<file path="config.mk">
export PLATFORM = sky130hd
export DESIGN_NAME = gb_lcd_tx
export DESIGN_NICKNAME = d
export VERILOG_FILES = /design/src/rtl/gb_video_pkg.sv /design/src/rtl/gb_lcd_tick_gen.sv /design/src/rtl/gb_lcd_tx.sv
export SDC_FILE = /design/constraint.sdc
export NUM_CORES = 1
export LEC_CHECK = 0
export CAP_MARGIN = 30
export CORE_MARGIN = 2
export CORE_UTILIZATION = 57
export DETAILED_ROUTE_END_ITERATION = 7
export GPL_ROUTABILITY_DRIVEN = 1
export GPL_TIMING_DRIVEN = 0
export PLACE_DENSITY = 0.8
export SLEW_MARGIN = 10
export SYNTH_ARGS = -nofsm -noshare
export SYNTH_HDL_FRONTEND = slang
export SYNTH_SLANG_ARGS = --single-unit
export TNS_END_PERCENT = 30
</file>
<file path="constraint.sdc">
create_clock -name clk -period 3.1 [get_ports clk]
set_input_delay 0.775 -clock clk [delete_from_list [all_inputs] [get_ports clk]]
set_output_delay 0.775 -clock clk [all_outputs]
set_load 0.02 [all_outputs]
</file>
<file path="src/rtl/gb_video_pkg.sv">
// Shared definitions for the GB LCD video path: frame geometry, pixel type and
// the transmit FSM state encoding.
package gb_video_pkg;

    localparam int unsigned GB_H_ACTIVE = 160;
    localparam int unsigned GB_V_ACTIVE = 144;
    localparam int unsigned GB_FB_DEPTH = 23040;

    typedef logic [1:0] pixel_t;

    typedef enum logic {
        TX_IDLE = 1'b0,
        TX_RUN  = 1'b1
    } tx_state_e;

endpackage

</file>
<file path="src/rtl/gb_lcd_tick_gen.sv">
// Pixel-clock phase generator: divides clk by CLK_DIV while running and flags the
// tick boundary (pclk falling edge) and the framebuffer address slot.
module gb_lcd_tick_gen #(
    parameter int unsigned CLK_DIV = 4
) (
    input  logic clk,
    input  logic rst_n,
    input  logic run_i,
    output logic pclk_o,
    output logic tick_fall_o,
    output logic addr_strobe_o
);

    localparam int unsigned PW = $clog2(CLK_DIV);
    localparam logic [PW-1:0] PH_LAST = PW'(CLK_DIV - 1);
    localparam logic [PW-1:0] PH_ADDR = PW'(CLK_DIV - 2);
    localparam logic [PW-1:0] PH_HALF = PW'(CLK_DIV / 2);

    logic [PW-1:0] ph_q;
    logic [PW-1:0] ph_d;
    logic          pclk_q;

    always_comb begin
        ph_d = '0;
        if (run_i) begin
            ph_d = (ph_q == PH_LAST) ? '0 : ph_q + 1'b1;
        end
    end

    always_ff @(posedge clk or negedge rst_n) begin
        if (!rst_n) begin
            ph_q   <= '0;
            pclk_q <= 1'b0;
        end else begin
            ph_q   <= ph_d;
            // Registered so pclk is glitch-free and held low whenever the phase is parked.
            pclk_q <= run_i && (ph_d >= PH_HALF);
        end
    end

    assign pclk_o        = pclk_q;
    assign tick_fall_o   = run_i && (ph_q == PH_LAST);
    assign addr_strobe_o = run_i && (ph_q == PH_ADDR);

endmodule

</file>
<file path="src/rtl/gb_lcd_tx.sv">
// GB LCD transmit stage: walks the frame timing, reads the framebuffer one tick
// ahead of each active pixel and drives the pclk/de/hsync/vsync/pixel stream.
module gb_lcd_tx
    import gb_video_pkg::*;
#(
    parameter int unsigned H_ACTIVE    = GB_H_ACTIVE,
    parameter int unsigned V_ACTIVE    = GB_V_ACTIVE,
    parameter int unsigned H_BLANK     = 40,
    parameter int unsigned V_BLANK     = 10,
    parameter int unsigned HSYNC_W     = 8,
    parameter int unsigned VSYNC_LINES = 1,
    parameter int unsigned CLK_DIV     = 4,
    parameter int unsigned ADDR_W      = 15
) (
    input  logic              clk,
    input  logic              rst_n,
    input  logic              enable,
    output logic [ADDR_W-1:0] fb_addr,
    input  pixel_t            fb_rdata,
    output logic              gb_pclk,
    output logic              gb_de,
    output logic              gb_hsync,
    output logic              gb_vsync,
    output pixel_t            gb_pixel,
    output logic              frame_start,
    output logic              busy
);

    localparam int unsigned H_TOTAL = H_ACTIVE + H_BLANK;
    localparam int unsigned V_TOTAL = V_BLANK + V_ACTIVE;
    localparam int unsigned HW      = $clog2(H_TOTAL);
    localparam int unsigned VW      = $clog2(V_TOTAL);

    localparam logic [HW-1:0]     H_LAST  = HW'(H_TOTAL - 1);
    localparam logic [HW-1:0]     H_ACT_C = HW'(H_ACTIVE);
    localparam logic [HW-1:0]     HSW_C   = HW'(HSYNC_W);
    localparam logic [VW-1:0]     V_LAST  = VW'(V_TOTAL - 1);
    localparam logic [VW-1:0]     V_BLK_C = VW'(V_BLANK);
    localparam logic [VW-1:0]     VSYNC_C = VW'(VSYNC_LINES);
    localparam logic [ADDR_W-1:0] FB_LAST = ADDR_W'(H_ACTIVE * V_ACTIVE - 1);

    tx_state_e         state_q;
    logic [HW-1:0]     h_q;
    logic [VW-1:0]     v_q;
    logic [ADDR_W-1:0] rd_q;
    logic              de_q;
    logic              hs_q;
    logic              vs_q;
    pixel_t            pix_q;
    logic              fs_q;

    logic              running;
    logic              tick_fall;
    logic              addr_strobe;
    logic              frame_last;
    logic [HW-1:0]     h_nx;
    logic [VW-1:0]     v_nx;
    logic              nx_active;
    logic              nx_hsync;
    logic              nx_vsync;

    assign running = (state_q == TX_RUN);

    gb_lcd_tick_gen #(
        .CLK_DIV (CLK_DIV)
    ) u_tick (
        .clk           (clk),
        .rst_n         (rst_n),
        .run_i         (running),
        .pclk_o        (gb_pclk),
        .tick_fall_o   (tick_fall),
        .addr_strobe_o (addr_strobe)
    );

    // (h_nx, v_nx) is the tick that follows the current one; from IDLE it is
    // tick 0 of a fresh frame, so entry and restart share one load path.
    always_comb begin
        frame_last = (h_q == H_LAST) && (v_q == V_LAST);
        h_nx       = '0;
        v_nx       = '0;
        if (running) begin
            h_nx = (h_q == H_LAST) ? '0 : h_q + 1'b1;
            v_nx = v_q;
            if (h_q == H_LAST) begin
                v_nx = (v_q == V_LAST) ? '0 : v_q + 1'b1;
            end
        end
        nx_active = (v_nx >= V_BLK_C) && (h_nx < H_ACT_C);
        nx_hsync  = (h_nx >= H_ACT_C) && ((h_nx - H_ACT_C) < HSW_C);
        nx_vsync  = (v_nx < VSYNC_C);
    end

    always_ff @(posedge clk or negedge rst_n) begin
        if (!rst_n) begin
            state_q <= TX_IDLE;
            h_q     <= '0;
            v_q     <= '0;
            rd_q    <= '0;
            de_q    <= 1'b0;
            hs_q    <= 1'b0;
            vs_q    <= 1'b0;
            pix_q   <= '0;
            fs_q    <= 1'b0;
        end else begin
            fs_q <= 1'b0;
            case (state_q)
                TX_IDLE: begin
                    if (enable) begin
                        state_q <= TX_RUN;
                        h_q     <= '0;
                        v_q     <= '0;
                        rd_q    <= '0;
                        de_q    <= nx_active;
                        hs_q    <= nx_hsync;
                        vs_q    <= nx_vsync;
                        pix_q   <= nx_active ? fb_rdata : '0;
                        fs_q    <= 1'b1;
                    end
                end
                TX_RUN: begin
                    // The RAM samples rd_q on this same edge, so advancing here
                    // presents the next address without disturbing the read.
                    if (addr_strobe && nx_active) begin
                        rd_q <= (rd_q == FB_LAST) ? '0 : rd_q + 1'b1;
                    end
                    if (tick_fall) begin
                        if (frame_last && !enable) begin
                            state_q <= TX_IDLE;
                            h_q     <= '0;
                            v_q     <= '0;
                            rd_q    <= '0;
                            de_q    <= 1'b0;
                            hs_q    <= 1'b0;
                            vs_q    <= 1'b0;
                            pix_q   <= '0;
                        end else begin
                            h_q   <= h_nx;
                            v_q   <= v_nx;
                            de_q  <= nx_active;
                            hs_q  <= nx_hsync;
                            vs_q  <= nx_vsync;
                            pix_q <= nx_active ? fb_rdata : '0;
                            if (frame_last) begin
                                fs_q <= 1'b1;
                                rd_q <= '0;
                            end
                        end
                    end
                end
                default: state_q <= TX_IDLE;
            endcase
        end
    end

    assign fb_addr     = rd_q;
    assign gb_de       = de_q;
    assign gb_hsync    = hs_q;
    assign gb_vsync    = vs_q;
    assign gb_pixel    = pix_q;
    assign frame_start = fs_q;
    assign busy        = running;

endmodule

</file>
# == Word level (Yosys, flattened, before mapping) ==
# Index checks and enable logic that the tools add are counted.
# op_classes
add_sub_neg,5
magnitude_cmp,6
eq_ne,7
mux,46
bitwise_logic,1
reduce_logical,10
# op_table
op,n
$mux 15,6
$mux 8,10
$pmux 8 s2,2
$pmux 15 s2,1
$add 8x1->8 const B,2
$eq 8x8->1 const B,2
$add 15x1->15 const B,1
$eq 15x15->1 const B,1
$mux 1,15
$mux 2,6
$pmux 1 s2,5
$ge 8x4->1 const B,1
$ge 8x8->1 const B,1
$logic_and 1x1->1,8
$lt 8x1->1 const B,1
$lt 8x4->1 const B,1
$lt 8x8->1 const B,1
$sub 8x8->8 const B,1
$eq 2x2->1 const B,2
$pmux 2 s2,1
$add 2x1->2 const B,1
$ge 2x2->1 const B,1
$ne 2x1->1 const B,1
$ne 2x2->1 const B,1
other kinds (3),3
# word_totals
reg_bits,41
inputBits,5
output_inout_bits,23
elab_cells,86

# == Depth between registers and ports, before layout ==
# logic_depth
ltp_word,12
depth_mapped,10

# == Cells and area by module ==
# From an unflattened synthesis, not the netlist that was laid out.
# hier_totals
cells_unflattened,284
area_unflattened_um2,2558.7
# modules_own_cells
mod,n_inst,cells_per_inst,area_per_inst_um2
gb_lcd_tx,1,275,2448.6
gb_lcd_tick_gen,1,9,110.1

# == Least setup slack after synthesis ==
# Ideal clock, no wire load.
# synth_timing
kind,flip-flop to flip-flop
startpoint,register h_q[4]
endpoint,register rd_q[3] (netlist: fb_addr[3])
setup_ps,124
t_arrival_ps,2288
path_slack_ps,688
path_stages_with_launch,10
synth_period_minus_slack_ps,2412
cell_sequence,dfrtp_1 > buf_6 > or3b_4 > nor4_2 > xnor2_1 > nand4_1 > o21ai_2 > buf_2 > nor3b_1 > a211o_1
# synth_via
elab_chain_len,11
elab_cells_between_ends,17
cone_classes,add/sub (1); order compare (2); eq/ne (1); mux (9); reduce/logical (4)
# synth_rtl
item,line,rtl
start: declaration,gb_lcd_tx.sv:43,logic [HW-1:0] h_q;
start signal: assignment,gb_lcd_tx.sv:137,h_q <= h_nx;
$add 8x1->8 or $eq 8x8->1 (tied branches),"gb_lcd_tx.sv:82, gb_lcd_tx.sv:78, gb_lcd_tx.sv:84",
$mux 8 (on tied branches),"gb_lcd_tx.sv:82, gb_lcd_tx.sv:84",
$mux 8,gb_lcd_tx.sv:81,if (running) begin
$lt 8x8->1 or $ge 8x4->1 (tied branches),gb_lcd_tx.sv:88,nx_active = (v_nx >= V_BLK_C) && (h_nx < H_ACT_C);
$logic_and 1x1->1,gb_lcd_tx.sv:88,
$logic_and 1x1->1,gb_lcd_tx.sv:123,if (addr_strobe && nx_active) begin
$mux 15,gb_lcd_tx.sv:123,
$mux 15,gb_lcd_tx.sv:143,if (frame_last) begin
$mux 15,gb_lcd_tx.sv:127,if (frame_last && !enable) begin
$mux 15 (*),gb_lcd_tx.sv:126,if (tick_fall) begin
$pmux 15 s2 (*),gb_lcd_tx.sv:106,case (state_q)
end signal: assignment,gb_lcd_tx.sv:124,rd_q <= (rd_q == FB_LAST) ? '0 : rd_q + 1'b1;
end: declaration,gb_lcd_tx.sv:45,logic [ADDR_W-1:0] rd_q;
# Mark *: on every way between the ends. The rest lies on a longest branch, timed or not.
# A chain may end at the register's enable or synchronous reset.

# == Worst setup path in the final report ==
# layout_timing
startpoint,register h_q[0]
endpoint,register rd_q[14] (netlist: fb_addr[14])
# Same word-level chain as after synthesis.

==> flow_summary_export.csv <==
group,metric,value,unit
timing,drv_slew,0,
die,start_util,0.5897,
worst_setup_path,end_kind,"register",
final_layout,layout.cells.non_filler,367,
final_layout,num-nets-final,327,
route,routedWlPerCell,16.60,um
global_routing,grt_overflow,0,
global_routing,antenna_found_initial,0,
yosys,synthTopCellsByArea,"dfrtp_1 (40%), nand2_1 (5.6%), ha_1 (3.4%), nand3_1 (3.3%), o21ai_0 (3.1%)",
clocking,cts.sink_count,41,
place,place.gp.congestion,0.8928,
clocking,cts_tree,"yes",
clocking,ctsHoldBuffers,0,
final_layout,post-route-cell-area,3039,um^2
global_routing,grt_max_degree,25,
power_and_ir_drop,ir_worst_vdd,0.3297,mV
die,rows,24,
yosys,ys.flop_type,"dfrtp_1",
status,outcome,"completed",
yosys,synth_nets,292,
final_layout,area_growth,18.37,%
clocking,cts_buffers,5,
yosys,async_flop_share,1.000,
worst_setup_path,crit_type,"register to register",
route,vias,2308,
place,hpwl,4311,um
worst_setup_path,worstSetupStartpoint,"h_q[0]",
timing,setup-tns-final,0,ns
route,first_pass_iters,4,
timing,setup_viol,0,
place,port_buffers,27,
worst_setup_path,worstReg2RegStart,"h_q[0]",
yosys,synth-seq-cells,41,
yosys,yosysUniqueCellTypes,64,
power_and_ir_drop,p_per_area,435.5,nW/um^2
clocking,clockBufferDepth,2,
die,dieHeight,71.12,um
route,ant_nets,0,
yosys,synth_top_area_frac,0.3996,
worst_setup_path,rrSetupSlack,0.23,ns
route,first_iter_violations,260,
route,remaining_drc_errors,0,
yosys,yosys.area.top_type,"dfrtp_1",
final_layout,diodes,0,
timing,finalCritPeriodShare,0.9252,
yosys,syn_inst,280,
timing,fin_crit,2.868,ns
worst_setup_path,reg2reg_to,"fb_addr[14]",
yosys,synthTopCellsByCount,"dfrtp_1 (41), nand2_1 (38), nand3_1 (17), o21ai_0 (16), nor2_1 (13)",
yosys,yosysWarnings,0,
run,drv_cap,0,
worst_setup_path,cp_data_required_time,3.26,ns
timing,clock-skew-final,0.007601,ns
clocking,post-cts-setup-buffers,0,
yosys,synth-edff-count,0,
yosys,synth_seq_area_share,0.3996,
place,place_inst,360,
die,die_area,5057,um^2
global_routing,grt_pass1_wl,10380,um
global_routing,grt_pass1_vias,2183,
final_layout,drive_gt1_frac,0.08571,
worst_setup_path,crit_arrival,3.03,ns
power_and_ir_drop,leakagePower,1.193,nW
timing,worst_pin_slew,0.6757,ns
die,num_io_pins,28,
final_layout,n_fill_cell,330,
route,routed_wl,6092,um
worst_setup_path,worst-path-max-fanout,10,
die,core,4354,um^2
yosys,netlist_area,2567,um^2
place,placed_area,2925,um^2
yosys,avgSynthCellArea,9.170,um^2
timing,slew_headroom,0.5432,
clocking,cts-root-buf,"clkbuf_8",
clocking,htree_num_levels,2,
global_routing,grtUsageTotal,0.2571,
yosys,yosysMostFrequentCell,"dfrtp_1",
timing,hold_viol_final,0,
timing,max_freq,348.7,MHz
worst_setup_path,startpoint_type,"register",
worst_setup_path,endpoint,"fb_addr[14]",
worst_setup_path,ff2ff_path_depth,9,
power_and_ir_drop,p_total,1.323,mW
min_path,hold_class,"input pin to async pin",
timing,rsz0062_at_grt,"false",
die,fp.dieW,71.12,um
clocking,clk_pin_slew,0.08,ns
route,via_per_inst,6.289,
clocking,worstSkewPairLatency,0.29,ns
clocking,ctsResizeCount,0,
## cell families (layout without fill, tap and decap cells)
family / after synthesis / after routing / share of synthesized area
AOI/OAI and AO/OA: 75 / 75 / 0.2169
DFF: 41 / 41 / 0.3996
adders and majority gates: 7 / 7 / 0.03411
and+or+nand+nor: 125 / 125 / 0.2675
muxes: 4 / 4 / 0.01657
xor gates and xnor gates: 10 / 10 / 0.03411
buffers and inverters: 18 / 53 / 0.03119
## through the flow
stage               setup WS, ns  utilization  hold slack, ns
finish                    0.2320       0.6980          0.4192
CTS                       0.2128       0.6957          0.4296
global placement          0.2078       0.6667          0.4503
floorplan                 0.6877            -          0.4379
global route             0.02228       0.6980          0.4450
detailed placement        0.2405       0.6718          0.4648
## final cells by class
cell class                      count  area [um^2]  share of cell area
Buffer                             13        61.31             0.02017
Clock buffer                        5        68.82             0.02264
Clock inverter                      2        35.03             0.01153
Inverter                            5        18.77            0.006175
Multi-Input combinational cell    221         1471              0.4842
Sequential cell                    41         1026              0.3376
Tap cell                           52        65.06             0.02141
Timing Repair Buffer               28        292.8             0.09634
## layout by cell type (no fill, tap or decap), types with 3 or more instances in the layout
master,count
a21oi_1,6
a221o_1,4
a22o_1,4
and2_1,3
and3_1,8
buf_2,4
clkbuf_1,8
clkbuf_8,5
clkdlybuf4s50_1,26
dfrtp_1,41
ha_1,6
inv_1,5
nand2_1,38
nand2b_1,5
nand3_1,17
nor2_1,13
nor2b_1,3
nor3_1,7
nor3b_1,3
nor4_1,4
o211ai_1,4
o21a_1,7
o21ai_0,16
o311ai_0,4
o31ai_1,6
or3_1,3
xnor2_1,6
xor2_1,4
## critical path, stage by stage, from the launching register on
cell      delay, ns
dfrtp_1        0.41
ha_2           0.26
nand4b_1       0.26
a211oi_1       0.51
a32oi_1        0.23
a21oi_2        0.28
o21ai_4        0.11
buf_2          0.20
o311ai_0       0.35
nand3_1        0.12
## state kept, by name, indices dropped and copies added (netlist names)
name / cells
gb_pixel: 2
fb_addr: 15
v_q: 8
frame_start: 1
u_tick.pclk_o: 1
gb_hsync: 1
u_tick.ph_q: 2
h_q: 8
gb_vsync: 1
busy: 1
gb_de: 1
## routing by layer
| layer | up-vias | wire length, um | global-route usage |
|---|---|---|---|
| met1 | 1100 | 2843 | 0.3728 |
| met2 | 78 | 2851 | 0.3998 |
| met3 | 7 | 329 | 0.04558 |
| met5 | - | 0 | 0 |
| li1 | 1123 | - | - |
| met4 | 0 | 67 | 0.06918 |
## power by group
group,total (mW),internal [mW],switching [mW]
sequential,0.631,0.576,0.0552
clock,0.420,0.234,0.186
combinational,0.272,0.133,0.139
total,1.32,0.943,0.380
## how the worst min path moves through the flow
stage,startpoint,endpoint,slack (ns),cells after the start
after CTS,rst_n,v_q[4],0.43,1
after detailed placement,u_tick.ph_q[0],u_tick.ph_q[0],0.46,1
after floorplan,u_tick.ph_q[0],u_tick.ph_q[0],0.44,1
after global routing,rst_n,v_q[4],0.44,1
after global placement,u_tick.ph_q[0],u_tick.ph_q[0],0.45,1
final,rst_n,v_q[4],0.42,1
Power figures use the tool's default switching activity.
